<file path="config.mk">
export PLATFORM = sky130hd
export DESIGN_NAME = mem_arbiter
export DESIGN_NICKNAME = d
export VERILOG_FILES = /design/src/rtl/mem_arbiter.sv
export SDC_FILE = /design/constraint.sdc
export NUM_CORES = 2
export LEC_CHECK = 0
export CAP_MARGIN = 10
export CORE_AREA = 3 3 706 708
export CTS_BUF_LIST = sky130_fd_sc_hd__clkbuf_8 sky130_fd_sc_hd__clkbuf_16
export DETAILED_ROUTE_END_ITERATION = 6
export DIE_AREA = 0 0 709 711
export GPL_TIMING_DRIVEN = 0
export PLACE_DENSITY_LB_ADDON = 0.08
export SETUP_SLACK_MARGIN = 0.3
export SLEW_MARGIN = 30
export SYNTH_ARGS = -nofsm -noshare
export SYNTH_HDL_FRONTEND = slang
export SYNTH_SLANG_ARGS = --single-unit
</file>
<file path="constraint.sdc">
create_clock -name clk -period 54.9 [get_ports clk]
set_input_delay 10.98 -clock clk [delete_from_list [all_inputs] [get_ports clk]]
set_output_delay 10.98 -clock clk [all_outputs]
set_load 0.01 [all_outputs]
</file>
<file path="src/rtl/mem_arbiter.sv">
// Round-robin block-transfer arbiter: serves NCHAN cache requesters over one Sysbus port,
// splitting each BLOCKSZ-bit line into BUS_DATA_WIDTH-bit beats, one transaction at a time.
module mem_arbiter #(
    parameter int unsigned NCHAN          = 2,
    parameter int unsigned WORDSZ         = 64,
    parameter int unsigned BLOCKSZ        = 512,
    parameter int unsigned BUS_DATA_WIDTH = 64,
    parameter int unsigned BUS_TAG_WIDTH  = 13
) (
    input  logic                        clk,
    input  logic                        reset,
    input  logic [NCHAN-1:0]            req_valid,
    input  logic [NCHAN-1:0]            req_write,
    input  logic [NCHAN*WORDSZ-1:0]     req_addr,
    input  logic [NCHAN*BLOCKSZ-1:0]    req_wdata,
    output logic [NCHAN-1:0]            req_accept,
    output logic [NCHAN-1:0]            resp_valid,
    output logic [BLOCKSZ-1:0]          resp_data,
    output logic                        bus_reqcyc,
    output logic [BUS_TAG_WIDTH-1:0]    bus_reqtag,
    output logic [BUS_DATA_WIDTH-1:0]   bus_req,
    input  logic                        bus_reqack,
    input  logic                        bus_respcyc,
    input  logic [BUS_TAG_WIDTH-1:0]    bus_resptag,
    input  logic [BUS_DATA_WIDTH-1:0]   bus_resp,
    output logic                        bus_respack
);

    localparam int unsigned BEATS  = BLOCKSZ / BUS_DATA_WIDTH;
    localparam int unsigned BEAT_W = $clog2(BEATS) + 1;
    localparam int unsigned CHAN_W = (NCHAN > 1) ? $clog2(NCHAN) : 1;
    localparam int unsigned OFF_W  = $clog2(BLOCKSZ / 8);
    localparam int unsigned ID_W   = BUS_TAG_WIDTH - 5;

    localparam logic [BEAT_W-1:0] LAST_BEAT = BEAT_W'(BEATS - 1);
    localparam logic [WORDSZ-1:0] ADDR_MASK = {WORDSZ{1'b1}} << OFF_W;

    typedef enum logic [2:0] {StIdle, StAddr, StWdata, StRdata, StDone} state_e;

    state_e                    state_q, state_d;
    logic [CHAN_W-1:0]         chan_q, chan_d;
    logic                      write_q, write_d;
    logic [WORDSZ-1:0]         addr_q, addr_d;
    logic [BLOCKSZ-1:0]        wdata_q, wdata_d;
    logic [BUS_TAG_WIDTH-1:0]  tag_q, tag_d;
    logic [BEAT_W-1:0]         beat_q, beat_d;
    logic [BLOCKSZ-1:0]        line_q, line_d;
    logic [CHAN_W-1:0]         rr_ptr_q, rr_ptr_d;
    logic [BLOCKSZ-1:0]        resp_data_q, resp_data_d;
    logic [NCHAN-1:0]          req_accept_q, req_accept_d;

    logic                      grant_vld;
    logic [CHAN_W-1:0]         grant_idx;

    // First pending channel at or after rr_ptr, wrapping.
    always_comb begin
        grant_vld = 1'b0;
        grant_idx = '0;
        for (int unsigned i = 0; i < NCHAN; i++) begin
            int unsigned cand;
            cand = (32'(rr_ptr_q) + i) % NCHAN;
            if (!grant_vld && req_valid[cand]) begin
                grant_vld = 1'b1;
                grant_idx = CHAN_W'(cand);
            end
        end
    end

    always_comb begin
        state_d      = state_q;
        chan_d       = chan_q;
        write_d      = write_q;
        addr_d       = addr_q;
        wdata_d      = wdata_q;
        tag_d        = tag_q;
        beat_d       = beat_q;
        line_d       = line_q;
        rr_ptr_d     = rr_ptr_q;
        resp_data_d  = resp_data_q;
        req_accept_d = '0;

        case (state_q)
            StIdle: begin
                if (grant_vld) begin
                    chan_d  = grant_idx;
                    write_d = req_write[grant_idx];
                    addr_d  = req_addr[grant_idx*WORDSZ +: WORDSZ] & ADDR_MASK;
                    wdata_d = req_wdata[grant_idx*BLOCKSZ +: BLOCKSZ];
                    tag_d   = {req_write[grant_idx], 4'b0001, ID_W'(grant_idx)};
                    beat_d  = '0;
                    req_accept_d[grant_idx] = 1'b1;
                    state_d = StAddr;
                end
            end
            StAddr: begin
                if (bus_reqack) begin
                    state_d = write_q ? StWdata : StRdata;
                end
            end
            StWdata: begin
                if (bus_reqack) begin
                    if (beat_q == LAST_BEAT) begin
                        beat_d  = '0;
                        state_d = StDone;
                    end else begin
                        beat_d = beat_q + 1'b1;
                    end
                end
            end
            StRdata: begin
                // Beats carrying another transaction's tag are acked but dropped.
                if (bus_respcyc && (bus_resptag == tag_q)) begin
                    line_d[beat_q*BUS_DATA_WIDTH +: BUS_DATA_WIDTH] = bus_resp;
                    if (beat_q == LAST_BEAT) begin
                        beat_d      = '0;
                        resp_data_d = line_d;
                        state_d     = StDone;
                    end else begin
                        beat_d = beat_q + 1'b1;
                    end
                end
            end
            StDone: begin
                rr_ptr_d = CHAN_W'((32'(chan_q) + 1) % NCHAN);
                state_d  = StIdle;
            end
            default: state_d = StIdle;
        endcase
    end

    always_comb begin
        bus_reqcyc  = 1'b0;
        bus_req     = '0;
        bus_reqtag  = '0;
        bus_respack = 1'b0;
        resp_valid  = '0;
        case (state_q)
            StAddr: begin
                bus_reqcyc = 1'b1;
                bus_req    = BUS_DATA_WIDTH'(addr_q);
                bus_reqtag = tag_q;
            end
            StWdata: begin
                bus_reqcyc = 1'b1;
                bus_req    = wdata_q[beat_q*BUS_DATA_WIDTH +: BUS_DATA_WIDTH];
                bus_reqtag = tag_q;
            end
            StRdata: bus_respack = bus_respcyc;
            StDone:  resp_valid[chan_q] = 1'b1;
            default: ;
        endcase
    end

    always_ff @(posedge clk or posedge reset) begin
        if (reset) begin
            state_q      <= StIdle;
            chan_q       <= '0;
            write_q      <= 1'b0;
            addr_q       <= '0;
            wdata_q      <= '0;
            tag_q        <= '0;
            beat_q       <= '0;
            line_q       <= '0;
            rr_ptr_q     <= '0;
            resp_data_q  <= '0;
            req_accept_q <= '0;
        end else begin
            state_q      <= state_d;
            chan_q       <= chan_d;
            write_q      <= write_d;
            addr_q       <= addr_d;
            wdata_q      <= wdata_d;
            tag_q        <= tag_d;
            beat_q       <= beat_d;
            line_q       <= line_d;
            rr_ptr_q     <= rr_ptr_d;
            resp_data_q  <= resp_data_d;
            req_accept_q <= req_accept_d;
        end
    end

    assign req_accept = req_accept_q;
    assign resp_data  = resp_data_q;

endmodule

</file>
==> key figures <==
Synth
  – Top cells by area, synth: dfrtp_1, a222oi_1, mux2i_1
  – Dominant cell type by area after synthesis: dfrtp_1
  – Yosys warning total: 0
  – Post-synthesis cell type count: 54
  – Post-synth EDFFs: 0
  – Synthesized area per cell: 11.2 um2
  – Post-synth top cells: dfrtp_1, nand2_1, inv_1
  – Main synth FF type: dfrtp_1
  – Yosys reg bits: 1607
  – Mapped Area: 72000 um2
  – Fraction of registers with async set/reset: 100%
  – Post-synth top area share: 55.8%
  – Mapped Cells: 6410
  – Post-synthesis sequential area ratio: 55.8%
  – Top-count cell post-synth: dfrtp_1

STA
  – Fin Hold WS: 0.478 ns
  – Max Fclk: 43.3 MHz
  – Final Worst Setup Slack: 31.82 ns
  – Slew margin rel.: 28.7%
  – Final setup vio count: 0
  – RSZ-0062 raised after global routing: no
  – Period utilisation layout: 42.0%
  – Final Hold Viols: 0
  – Worst-Margin Slew: 1.07 ns
  – Crit path time final: 23.08 ns
  – Clk_skew: 0.0842 ns
  – Final-report max-slew violation count: 0
  – Fin Setup TNS: 0 ns

Place
  – Post-Place Setup Slack: 31.81 ns
  – Placed inst area: 101000 um2
  – Dpl hpwl: 462000 um
  – GP Congestion: 0.853
  – Port bufs: 1809

Worst hold path
  – Worst hold-check path type: reg2reg
  – Hold_sp: line_q[254]
  – WHS Path Cells: 2
  – WHS Endpoint: line_q[254]

Power
  – Pwr/cell area: 46.7 nW/um2
  – Max VDD drop: 0.0271 mV
  – Leakage: 45.8 nW

Clocking
  – Cts hold-fix bufs: 0
  – Max Root-Sink Buffers: 4
  – CTS buffer count: 223
  – CTS tree: built
  – H-tree depth: 4
  – Clock sinks: 1607
  – Root buf cell: clkbuf_16
  – Worst-Skew Late Latency: 0.94 ns
  – Clk slew on worst S/H paths: 0.06 ns
  – Post-CTS sizing: 0
  – Postcts setup bufs: 0

Floorplan
  – # rows: 258
  – Top Ports: 1832
  – Placeable core area: 493000 um2
  – Die X: 709 um
  – Die height: 711 um
  – Die Area: 504000 um2
  – Starting density of the core: 14.6%

Global routing
  – Grt met2 use: 40.0%
  – First-pass GRT wire length: 712000 um
  – GRT Total Usage: 21.4%
  – Routing usage on met1: 22.9%
  – Grt ovf: 0
  – Vias in the first global route: 67.2k
  – Antenna violations before repair: 347
  – GRT busiest layer: met2
  – Largest net degree at the start of global routing: 29
  – GRT met3 Usage: 4.99%

Critical path
  – Worst EP required: 43.92 ns
  – R2R setup slack: 49.58 ns
  – CP Class: in2out
  – Worst r2r dst: resp_data[59]
  – CP endpoint kind: output pin
  – Startpoint types: input pin
  – Crit-path most repeated cell: clkdlybuf4s50_1
  – WP buf/inv: 2
  – FF-to-FF path depth: 11
  – CP cell instances: clkdlybuf4s50_1, and2_1, clkdlybuf4s50_1
  – Max FO, Critical Path: 2
  – Cell at the slowest stage of the critical path: clkdlybuf4s50_1
  – Top Family by Delay on Critical Path: buffers and inverters
  – CP arrival: 12.10 ns
  – Critical path's largest stage delay: 0.54 ns
  – Worst r2r src: beat_q[1]

Drt
  – TritonRoute pass-1 iters: 7
  – Post-route ant nets: 0
  – DR vias/cell: 4.21
  – 1st-iter DRT viols: 6641
  – DR WL/cell: 36.1 um
  – # DRC: 2
  – Detailed Route WL: 558000 um
  – Vias: 65.0k

Run
  – Max-Cap Viols: 0

Cells and area
  – Area Overhead vs Synth: 50.9%
  – Design Area, Final: 109000 um2
  – Share of layout cells above drive strength 1: 11.9%
  – Final nets: 9797

Outcome
  – Status: finished with violations
  – Violated checks: design-rule violations
## logic make-up (layout without fill, tap and decap cells)
family / count (synthesis) / count (layout) / share of synthesized area [%]
AND/OR/NAND/NOR: 1279 / 1279 / 7.57
AO/OA/AOI/OAI: 1476 / 1476 / 14.3
other: 1 / 217 / 0.00521
multiplexers: 902 / 902 / 15.2
XOR/XNOR: 5 / 5 / 0.0608
adder cells (fa/ha/maj): 3 / 3 / 0.0521
buffers and inverters: 1137 / 3443 / 6.93
flip-flops: 1607 / 1607 / 55.8
## area by class of cell
type                            instances  area [um2]
Sequential cell                      1607       40200
Clock buffer                          277        6350
Timing Repair Buffer                 1913       20300
Buffer                                561        2920
Inverter                              576        2170
Fill cell                           53200      384000
Multi-Input combinational cell       3675       26900
Clock inverter                        116        1120
Antenna cell                          207         518
Tap cell                             6500        8130
## per-layer routing
layer / wire length (um) / part of all wire [%]
met5: 951 / 0.17
met4: 26600 / 4.8
met3: 34900 / 6.3
met2: 295000 / 53
met1: 201000 / 36
## layout by cell type (no fill, tap or decap), types with 7 or more instances in the layout
cell type and n:
mux2_1 99, buf_6 56, nand2_1 957, clkbuf_1 263, clkbuf_2 49, clkinvlp_4 7, buf_4 45, conb_1 10
nor2_1 81, clkbuf_16 225, buf_12 64, a21oi_1 61, mux4_2 128, a222oi_1 571, mux2i_1 514, dfrtp_1 1607
clkdlybuf4s50_1 1807, o21ai_1 482, o21ai_0 346, bufinv_16 17, and3_1 122, buf_16 32, diode_2 207, buf_2 136
clkbuf_8 52, mux2_2 158, buf_1 14, inv_1 628, and2_1 69, nand3_1 10, clkinv_2 27
## power by group
group / internal, mW / switching (mW)
combinational: 0.700 / 1.27
clock: 0.890 / 0.624
sequential: 1.40 / 0.186
## registers in the layout (all words and copies together), names as in the netlist
register	count
rr_ptr_q	1
line_q	512
wdata_q	512
write_q	1
tag_q	2
state_q	3
resp_data	512
beat_q	4
req_accept	2
addr_q	58
## tightest hold or removal path, stage by stage, from the launching register on
cell and delay, ns:
dfrtp_1 0.34, nand2_1 0.05, o21ai_0 0.06
## through the flow
step / util, % / total power, mW / std cells
6_report: 22.0 / 5.07 / 15400
5_1_grt: 22.0 / 5.33 / 15400
4_1_cts: 21.9 / 5.22 / 15200
3_5_place_dp: 20.4 / 3.66 / 14800
3_3_place_gp: 19.9 / 3.61 / 14700
2_1_floorplan: - / 2.44 / 6419
## worst max-delay path by stage
stage / startpoint / slack, ns / endpoint / depth (start not counted)
6_report: bus_respcyc / 31.82 / bus_respack / 3
5_1_grt: bus_respcyc / 31.75 / bus_respack / 3
4_1_cts: bus_respcyc / 31.81 / bus_respack / 3
3_5_place_dp: bus_respcyc / 31.81 / bus_respack / 3
3_3_place_gp: reset / 6.81 / wdata_q[344] / 2
2_1_floorplan: reset / 21.65 / addr_q[10] / 1
Power figures use the tool's default switching activity.
